==> src/rtl/sram_host_adapter_if.sv <==
// Signal bundle between a host, the sram_host_adapter and one RAM port.
// The slave modport is the adapter's view and the master modport is the host/RAM side.
interface sram_host_adapter_if #(
  parameter int Width = 32,
  parameter int Depth = 128
);
  localparam int Aw = $clog2(Depth);

  logic             req_i;
  logic             gnt_o;
  logic             we_i;
  logic [Width/8-1:0] be_i;
  logic [31:0]      addr_i;
  logic [Width-1:0] wdata_i;
  logic             rvalid_o;
  logic             rready_i;
  logic [Width-1:0] rdata_o;
  logic             err_o;
  logic             ram_req_o;
  logic             ram_write_o;
  logic [Aw-1:0]    ram_addr_o;
  logic [Width-1:0] ram_wdata_o;
  logic [Width-1:0] ram_wmask_o;
  logic [Width-1:0] ram_rdata_i;

  modport slave (
    input  req_i, we_i, be_i, addr_i, wdata_i, rready_i, ram_rdata_i,
    output gnt_o, rvalid_o, rdata_o, err_o,
    output ram_req_o, ram_write_o, ram_addr_o, ram_wdata_o, ram_wmask_o
  );

  modport master (
    output req_i, we_i, be_i, addr_i, wdata_i, rready_i, ram_rdata_i,
    input  gnt_o, rvalid_o, rdata_o, err_o,
    input  ram_req_o, ram_write_o, ram_addr_o, ram_wdata_o, ram_wmask_o
  );
endinterface

==> src/rtl/sram_host_adapter.sv <==
// Host front-end for one SRAM port: byte-enable to bit-mask conversion, read-latency
// hiding through a one-deep stage register, and an in-order response FIFO with credit-based grant.
module sram_host_adapter #(
  parameter int Width    = 32,
  parameter int Depth    = 128,
  parameter int RspDepth = 3
) (
  input  logic               clk_i,
  input  logic               rst_i,
  sram_host_adapter_if.slave bus
);
  localparam int Aw = $clog2(Depth);
  localparam int Bw = $clog2(Width/8);
  localparam int Cw = $clog2(RspDepth+1);
  localparam int Pw = $clog2(RspDepth);
  localparam logic [Cw:0] CreditMax = (Cw+1)'(RspDepth);

  typedef struct packed {
    logic             err;
    logic [Width-1:0] rdata;
  } rsp_t;

  logic [31:0]   w_widx;
  logic          w_oob;
  logic          w_credit_ok;
  logic          w_gnt;
  logic          w_accept;
  logic          w_push;
  logic          w_pop;
  rsp_t          w_push_data;
  rsp_t          w_head;

  logic          r_inflight;
  logic          r_st_we;
  logic          r_st_oob;
  logic [Cw-1:0] r_count;
  logic [Pw-1:0] r_wptr;
  logic [Pw-1:0] r_rptr;
  rsp_t          r_fifo [RspDepth];

  function automatic logic [Pw-1:0] ptr_inc(input logic [Pw-1:0] p);
    return (p == Pw'(RspDepth-1)) ? '0 : p + 1'b1;
  endfunction

  assign w_widx = bus.addr_i >> Bw;
  assign w_oob  = (w_widx >= 32'(Depth));

  // Credit counts the in-flight slot as well as stored entries; a same-cycle pop is ignored
  // so that rready_i never reaches gnt_o combinationally.
  assign w_credit_ok = ({{Cw{1'b0}}, r_inflight} + {1'b0, r_count}) < CreditMax;
  assign w_gnt       = bus.req_i & w_credit_ok & ~rst_i;
  assign w_accept    = bus.req_i & w_gnt;
  assign bus.gnt_o   = w_gnt;

  assign bus.ram_req_o   = w_accept & ~w_oob;
  assign bus.ram_write_o = bus.ram_req_o & bus.we_i;
  assign bus.ram_addr_o  = w_widx[Aw-1:0];
  assign bus.ram_wdata_o = bus.wdata_i;

  for (genvar gi = 0; gi < Width/8; gi++) begin : g_mask
    assign bus.ram_wmask_o[8*gi +: 8] = {8{bus.be_i[gi]}};
  end

  always_ff @(posedge clk_i) begin
    if (rst_i) begin
      r_inflight <= 1'b0;
      r_st_we    <= 1'b0;
      r_st_oob   <= 1'b0;
    end else begin
      r_inflight <= w_accept;
      if (w_accept) begin
        r_st_we  <= bus.we_i;
        r_st_oob <= w_oob;
      end
    end
  end

  // RAM read data is only meaningful for an in-range read; everything else responds with zero.
  assign w_push            = r_inflight;
  assign w_push_data.err   = r_st_oob;
  assign w_push_data.rdata = (!r_st_we && !r_st_oob) ? bus.ram_rdata_i : '0;
  assign w_pop             = (r_count != '0) & bus.rready_i;

  always_ff @(posedge clk_i) begin
    if (rst_i) begin
      r_wptr  <= '0;
      r_rptr  <= '0;
      r_count <= '0;
    end else begin
      if (w_push) r_wptr <= ptr_inc(r_wptr);
      if (w_pop)  r_rptr <= ptr_inc(r_rptr);
      if (w_push && !w_pop)      r_count <= r_count + 1'b1;
      else if (!w_push && w_pop) r_count <= r_count - 1'b1;
    end
  end

  always_ff @(posedge clk_i) begin
    if (w_push) r_fifo[r_wptr] <= w_push_data;
  end

  assign w_head       = r_fifo[r_rptr];
  assign bus.rvalid_o = (r_count != '0);
  assign bus.rdata_o  = bus.rvalid_o ? w_head.rdata : '0;
  assign bus.err_o    = bus.rvalid_o ? w_head.err : 1'b0;
endmodule
==> src/flat_wrapper.sv <==
// flat-port wrapper written by rule: the top's interface ports become plain ports
module sram_host_adapter_flat 
#(
  parameter int Width    = 32,
  parameter int Depth    = 128,
  parameter int RspDepth = 3
)
  (clk_i, rst_i, bus_req_i, bus_we_i, bus_be_i, bus_addr_i, bus_wdata_i, bus_rready_i, bus_ram_rdata_i, bus_gnt_o, bus_rvalid_o, bus_rdata_o, bus_err_o, bus_ram_req_o, bus_ram_write_o, bus_ram_addr_o, bus_ram_wdata_o, bus_ram_wmask_o);
  sram_host_adapter_if #(.Width(Width), .Depth(Depth)) bus_i ();
  input  logic clk_i;
  input  logic rst_i;
  input wire logic [$bits(bus_i.req_i)-1:0] bus_req_i;
  input wire logic [$bits(bus_i.we_i)-1:0] bus_we_i;
  input wire logic [$bits(bus_i.be_i)-1:0] bus_be_i;
  input wire logic [$bits(bus_i.addr_i)-1:0] bus_addr_i;
  input wire logic [$bits(bus_i.wdata_i)-1:0] bus_wdata_i;
  input wire logic [$bits(bus_i.rready_i)-1:0] bus_rready_i;
  input wire logic [$bits(bus_i.ram_rdata_i)-1:0] bus_ram_rdata_i;
  output wire logic [$bits(bus_i.gnt_o)-1:0] bus_gnt_o;
  output wire logic [$bits(bus_i.rvalid_o)-1:0] bus_rvalid_o;
  output wire logic [$bits(bus_i.rdata_o)-1:0] bus_rdata_o;
  output wire logic [$bits(bus_i.err_o)-1:0] bus_err_o;
  output wire logic [$bits(bus_i.ram_req_o)-1:0] bus_ram_req_o;
  output wire logic [$bits(bus_i.ram_write_o)-1:0] bus_ram_write_o;
  output wire logic [$bits(bus_i.ram_addr_o)-1:0] bus_ram_addr_o;
  output wire logic [$bits(bus_i.ram_wdata_o)-1:0] bus_ram_wdata_o;
  output wire logic [$bits(bus_i.ram_wmask_o)-1:0] bus_ram_wmask_o;
  assign bus_i.req_i = bus_req_i;
  assign bus_i.we_i = bus_we_i;
  assign bus_i.be_i = bus_be_i;
  assign bus_i.addr_i = bus_addr_i;
  assign bus_i.wdata_i = bus_wdata_i;
  assign bus_i.rready_i = bus_rready_i;
  assign bus_i.ram_rdata_i = bus_ram_rdata_i;
  assign bus_gnt_o = bus_i.gnt_o;
  assign bus_rvalid_o = bus_i.rvalid_o;
  assign bus_rdata_o = bus_i.rdata_o;
  assign bus_err_o = bus_i.err_o;
  assign bus_ram_req_o = bus_i.ram_req_o;
  assign bus_ram_write_o = bus_i.ram_write_o;
  assign bus_ram_addr_o = bus_i.ram_addr_o;
  assign bus_ram_wdata_o = bus_i.ram_wdata_o;
  assign bus_ram_wmask_o = bus_i.ram_wmask_o;
  sram_host_adapter #(.Width(Width), .Depth(Depth), .RspDepth(RspDepth)) u_core (.clk_i(clk_i), .rst_i(rst_i), .bus(bus_i));
endmodule
==> config.mk <==
export PLATFORM = sky130hd
export DESIGN_NAME = sram_host_adapter_flat
export DESIGN_NICKNAME = d
export VERILOG_FILES = /design/src/rtl/sram_host_adapter_if.sv /design/src/rtl/sram_host_adapter.sv /design/src/flat_wrapper.sv
export SDC_FILE = /design/constraint.sdc
export NUM_CORES = 1
export LEC_CHECK = 0
export ABC_CLOCK_PERIOD_IN_PS = 8300
export BUFFER_PORTS_ARGS = -buffer_cell sky130_fd_sc_hd__buf_2
export CAP_MARGIN = 40
export CORE_ASPECT_RATIO = 1.5
export CORE_MARGIN = 10
export CORE_UTILIZATION = 35
export DETAILED_ROUTE_END_ITERATION = 8
export PLACE_DENSITY_LB_ADDON = 0.1
export SLEW_MARGIN = 20
export SYNTH_ARGS = -nofsm -noshare
export SYNTH_HDL_FRONTEND = slang
export SYNTH_SLANG_ARGS = --single-unit
==> constraint.sdc <==
create_clock -name clk_i -period 8.3 [get_ports clk_i]
set_input_delay 0.415 -clock clk_i [delete_from_list [all_inputs] [get_ports clk_i]]
set_output_delay 0.415 -clock clk_i [all_outputs]
set_load 0.02 [all_outputs]
## Yosys cells after proc, flatten, opt, wreduce, memory -nomap -nowiden

Memories as Yosys holds them, arrays and structs flattened. A register that Yosys moved wholly into a read port is not among the register bits.
Cells that the tools add are included.

- Mux-type cells: 11
- Order comparisons: 2
- Bitwise logic cells: 8
- Add/subtract/negate cells: 5
- Reductions and logical operators: 9
- Equality and inequality tests: 2

Operators with widths:

| operator | number |
|---|---|
| two-way mux 32 bit | 2 |
| >= comparator 30 x 8 -> 1 bit (second input constant) | 1 |
| two-way mux 2 bit | 6 |
| adder 2 x 1 -> 2 bit (second input constant) | 3 |
| bitwise AND 1 bit | 6 |
| == test 2 bit (second input constant) | 2 |
| logical NOT 1 bit | 4 |
| nonzero test 2 bit | 2 |
| adder 1 x 2 -> 3 bit | 1 |
| logical AND 1 bit | 3 |
| less-than comparator 3 x 2 -> 1 bit (second input constant) | 1 |
| two-way mux 1 bit | 3 |
| NOT 1 bit | 2 |
| subtractor 2 x 1 -> 2 bit (second input constant) | 1 |

- RAM bits: 99
- Logic and storage cells: 44
- Output and inout bits: 108
- Input port bits: 105
- Bits in registers: 9
- Memories: 1

Memory list:

| name | words | bits a word | read ports | clocked after memory_dff | wr ports | line | source |
|---|---|---|---|---|---|---|---|
| u_core.r_fifo | 3 | 33 | 1 | 1 | 1 | sram_host_adapter.sv:39 | `rsp_t r_fifo [RspDepth];` |

## Depth between registers and ports, before layout

- Depth after elaboration: 7
- Depth in mapped cells: 5
- Mapped depth without buffers: 5

## Least setup slack after synthesis

No wires, ideal clock.

- Path kind: reg-to-reg
- From: reg u_core.r_inflight
- To: mem u_core.r_fifo[0][0] (netlist bit) (enable)
- Setup slack: 4.882 ns
- Stages on the path, launching flop included: 2
- Period minus slack after synthesis: 3.418 ns
- Buffers on the path: 0
- Library setup time: 0.474 ns
- Arrival time: 2.945 ns
- Required time: 7.826 ns
- Cell sequence: dfxtp_1 -> nor3b_1

- Longest elaborated chain between the ends: 2

RTL lines:

| item | line | source |
|---|---|---|
| start: declaration | sram_host_adapter.sv:33 | `logic r_inflight;` |
| start signal: assignment | sram_host_adapter.sv:70 | `r_inflight <= w_accept;` |
| two-way mux 1 bit | sram_host_adapter.sv:98 | `if (w_push) r_fifo[r_wptr] <= w_push_data;` |
| two-way mux 1 bit (not written as such) | sram_host_adapter.sv:98 |  |
| end: declaration | sram_host_adapter.sv:39 |  |

Every way passes these cells.

## Worst setup path after layout

- From: reg u_core.r_count[0]
- To: out bus_ram_write_o

- Longest elaborated chain between the ends: 7

RTL lines:

| item | line | source |
|---|---|---|
| start: declaration | sram_host_adapter.sv:36 | `logic [Cw-1:0] r_count;` |
| start signal: assignment | sram_host_adapter.sv:92 | `if (w_push && !w_pop) r_count <= r_count + 1'b1;` |
| start signal: assignment | sram_host_adapter.sv:93 | `else if (!w_push && w_pop) r_count <= r_count - 1'b1;` |
| adder 1 x 2 -> 3 bit | sram_host_adapter.sv:50 | `assign w_credit_ok = ({{Cw{1'b0}}, r_inflight} + {1'b0, r_count}) < CreditMax;` |
| less-than comparator 3 x 2 -> 1 bit | sram_host_adapter.sv:50 |  |
| bitwise AND 1 bit (2 in series) | sram_host_adapter.sv:51 | `assign w_gnt = bus.req_i & w_credit_ok & ~rst_i;` |
| bitwise AND 1 bit | sram_host_adapter.sv:52 | `assign w_accept = bus.req_i & w_gnt;` |
| bitwise AND 1 bit | sram_host_adapter.sv:55 | `assign bus.ram_req_o = w_accept & ~w_oob;` |
| bitwise AND 1 bit | sram_host_adapter.sv:56 | `assign bus.ram_write_o = bus.ram_req_o & bus.we_i;` |
| end: declaration | flat_wrapper.sv:24 | `output wire logic [$bits(bus_i.ram_write_o)-1:0] bus_ram_write_o;` |

Every way passes these cells.

==> metrics.yaml <==
nets: 511
synth_flop_cell: "edfxtp_1"
fin_util_pct: 39.3
clk_pin_slew_worst_paths_ns: 0.07
clk_latency_ns: 0.34
synthCells: 375
instances_no_fill: 604
place.gp.congestion: 0.690
worstPathCellList: "ha_1 > ha_1 > a211oi_4 > nand4_1 > nor3_1 > buf_2"
hold_buffers: 0
drtIter0Drc: 113
synth-seq-cells: 110
cts-root-buf: "clkbuf_16"
via_per_inst: 4.56
hp-class: "primary input to flip-flop"
syn_area_sq_um: 5270
start_util_pct: 36.0
max_slew.worst_pin.slew_ns: 0.683
crit_family: "flip-flops"
synth_commonest_cells: "edfxtp_1, buf_4, nor2_1"
clock_path_buffers: 2
die_x_microns: 120
drc: 0
grt_usage_pct: 10.8
slowest_delay_ns: 0.49
dp.cells: 588
period_share_pct: 31.1
cts_tree: "done"
critPathKind: "flip-flop to output pin"
clock.fmax_mhz: 387
postSynthAreaPerCell_sq_um: 14.1
power_frac_comb_pct: 33.9
seqPwrFrac_pct: 41.1
diodes: 0
status: "completed"
synth_nets: 483
dp_hpwl_microns: 7140
die-height_microns: 170
post_cts_buffers: 0
finalHoldViolations: 0
clock_skew_ns: 0.00608
drv_slew: 0
p_int_mw: 1.11
ys_types: 31
overflow: 0
synth_edf_count: 99
core_sq_um: 14700
arrival_ns: 2.17
antenna_found_initial: 0
dr_total_vias: 2753
ioPinCount: 213
powerDensity_nw_per_um2: 287
yosysMostFrequentCell: "edfxtp_1"
grt_pass1_vias: 3149
synthTopCellsByArea: "edfxtp_1, buf_4, mux2_4"
wirelength_microns: 11000
numCtsBuffers: 9
clkPwrFrac_pct: 25.0
path_max_fanout: 5
crit_buf_inv: 1
peakVddDrop_mv: 0.119
yosys.area.top_type_share_pct: 56.4
h-tree-depth: 3
yosysWarnings: 0
io_buffers: 96
switchingPower_uw: 540
synthToLayoutAreaGrowth_pct: 9.21
setup_viol: 0
cpMostUsedCell: "ha_1"
relSlewSlack_pct: 54.5
fp-row-count: 54
power_mw: 1.65
ant_nets: 0
grt_pass1_wl_microns: 16700
crit_path_end_kind: "output pin"
drt_pre_antenna_iters: 4
cts-resized-gates: 0
maxCapViolations: 0
grt_max_degree: 35
yosysSeqAreaShare_pct: 60.6
p_leak_nw: 2.15
rsz0062_at_grt: "false"
dieArea_sq_um: 20500
final.setup.tns_ns: 0
drive_gt1_share_pct: 38.7
cp.required_ns: 7.89
switching_share_pct: 32.7
yosysTopAreaCell: "edfxtp_1"
critPathLaunchType: "flip-flop"
numClockSinks: 110
async_reset_ff_share_pct: 0
worst_path_max_delay_cell: "dfxtp_1"
layout_min_cycle_time_ns: 2.58
wire_per_inst_microns: 18.1
per-layer routing:
metal / global-route usage (%) / up-vias / wire length [microns] / part of all wire (%)
met4: 8.42 / 0 / 617 / 5.6
met1: 10.5 / 1290 / 4140 / 38
li1: - / 1308 / - / -
met5: 0 / - / 0 / 0
met2: 18.6 / 95 / 5400 / 49
met3: 3.31 / 60 / 805 / 7.3
worst reg2reg max path, stage by stage (launching register included):
cell,delay (ns)
dfxtp_1,0.49
ha_1,0.21
ha_1,0.25
a211oi_4,0.32
nand4_1,0.19
o221a_1,0.25
logic make-up (layout without fill, tap and decap cells):
| kind of cell | after synthesis | count (layout) | synth area share (%) |
|---|---|---|---|
| buffers and inverters | 90 | 123 | 12.3 |
| AO/OA/AOI/OAI | 11 | 11 | 1.66 |
| flip-flops | 110 | 110 | 60.6 |
| adder cells (fa/ha/maj) | 3 | 3 | 0.712 |
| multiplexers | 66 | 66 | 15.4 |
| AND/OR/NAND/NOR | 93 | 93 | 8.95 |
| XOR/XNOR | 2 | 2 | 0.332 |
sequential cells by signal, summed over array words and instances (netlist names), named ones only:
name and cells:
u_core.r_fifo 99, u_core.r_st_oob 1, u_core.r_st_we 1, u_core.r_wptr 2
u_core.r_rptr 2, u_core.r_inflight 1, u_core.r_count 2
area by class of cell:
type,instances,area [sq um]
Clock buffer,9,225
Clock inverter,7,65.1
Fill cell,1389,8900
Inverter,4,15.0
Multi-Input combinational cell,175,1460
Sequential cell,110,3200
Tap cell,196,245
Timing Repair Buffer,103,553
per-stage QoR:
stage	setup slack, ns	hold WS [ns]	instance area, sq um
floorplan	4.88	0.450	5270
finish	5.72	0.337	5760
global route	5.53	0.335	5760
detailed placement	6.06	0.474	5470
global placement	6.08	0.462	5440
CTS	5.67	0.320	5760
final timing paths:
kind	start	slack, ns	to	depth (start not counted)
hold / removal	bus_req_i	0.34	u_core.r_inflight$_SDFF_PP0_	2
hold reg to reg	u_core.r_rptr[1]$_SDFFE_PP0P_	0.49	flip-flop	2
setup reg to reg	u_core.r_count[0]$_SDFFE_PP0P_	6.49	u_core.r_st_oob$_SDFFE_PP0P_	5
setup / recovery	u_core.r_count[0]$_SDFFE_PP0P_	5.72	bus_ram_write_o	6
placed cells by master (no fill, tap or decap), drive strengths merged:
| cell type | synthesis | final |
|---|---|---|
| dfxtp | 11 | 11 |
| o21ai | 2 | 2 |
| nand2 | 4 | 4 |
| nand4 | 2 | 2 |
| ha | 3 | 3 |
| a21oi | 5 | 5 |
| buf | 81 | 103 |
| xor2 | 2 | 2 |
| clkinvlp | 0 | 1 |
| nor2 | 40 | 40 |
| nor3b | 1 | 1 |
| bufinv | 0 | 1 |
| nand3 | 1 | 1 |
| nor2b | 1 | 1 |
| and2 | 34 | 34 |
| inv | 4 | 4 |
| mux2 | 33 | 33 |
| a21bo | 1 | 1 |
| nor4 | 5 | 5 |
| clkinv | 0 | 5 |
| or3 | 2 | 2 |
| clkbuf | 5 | 9 |
| o221a | 1 | 1 |
| nor3 | 2 | 2 |
| o21a | 1 | 1 |
| mux2i | 33 | 33 |
| or3b | 1 | 1 |
| edfxtp | 99 | 99 |
| a211oi | 1 | 1 |
power groups by stage:
stage          Clock [mW]  Combinational, mW  Sequential, mW
4_1_cts             0.427              0.579           0.680
2_1_floorplan           0              0.436           0.682
3_3_place_gp            0              0.550           0.690
5_1_grt             0.449              0.616           0.683
3_5_place_dp            0              0.577           0.692
6_report            0.413              0.560           0.679
Note: power is estimated with default switching activity, not from simulation.
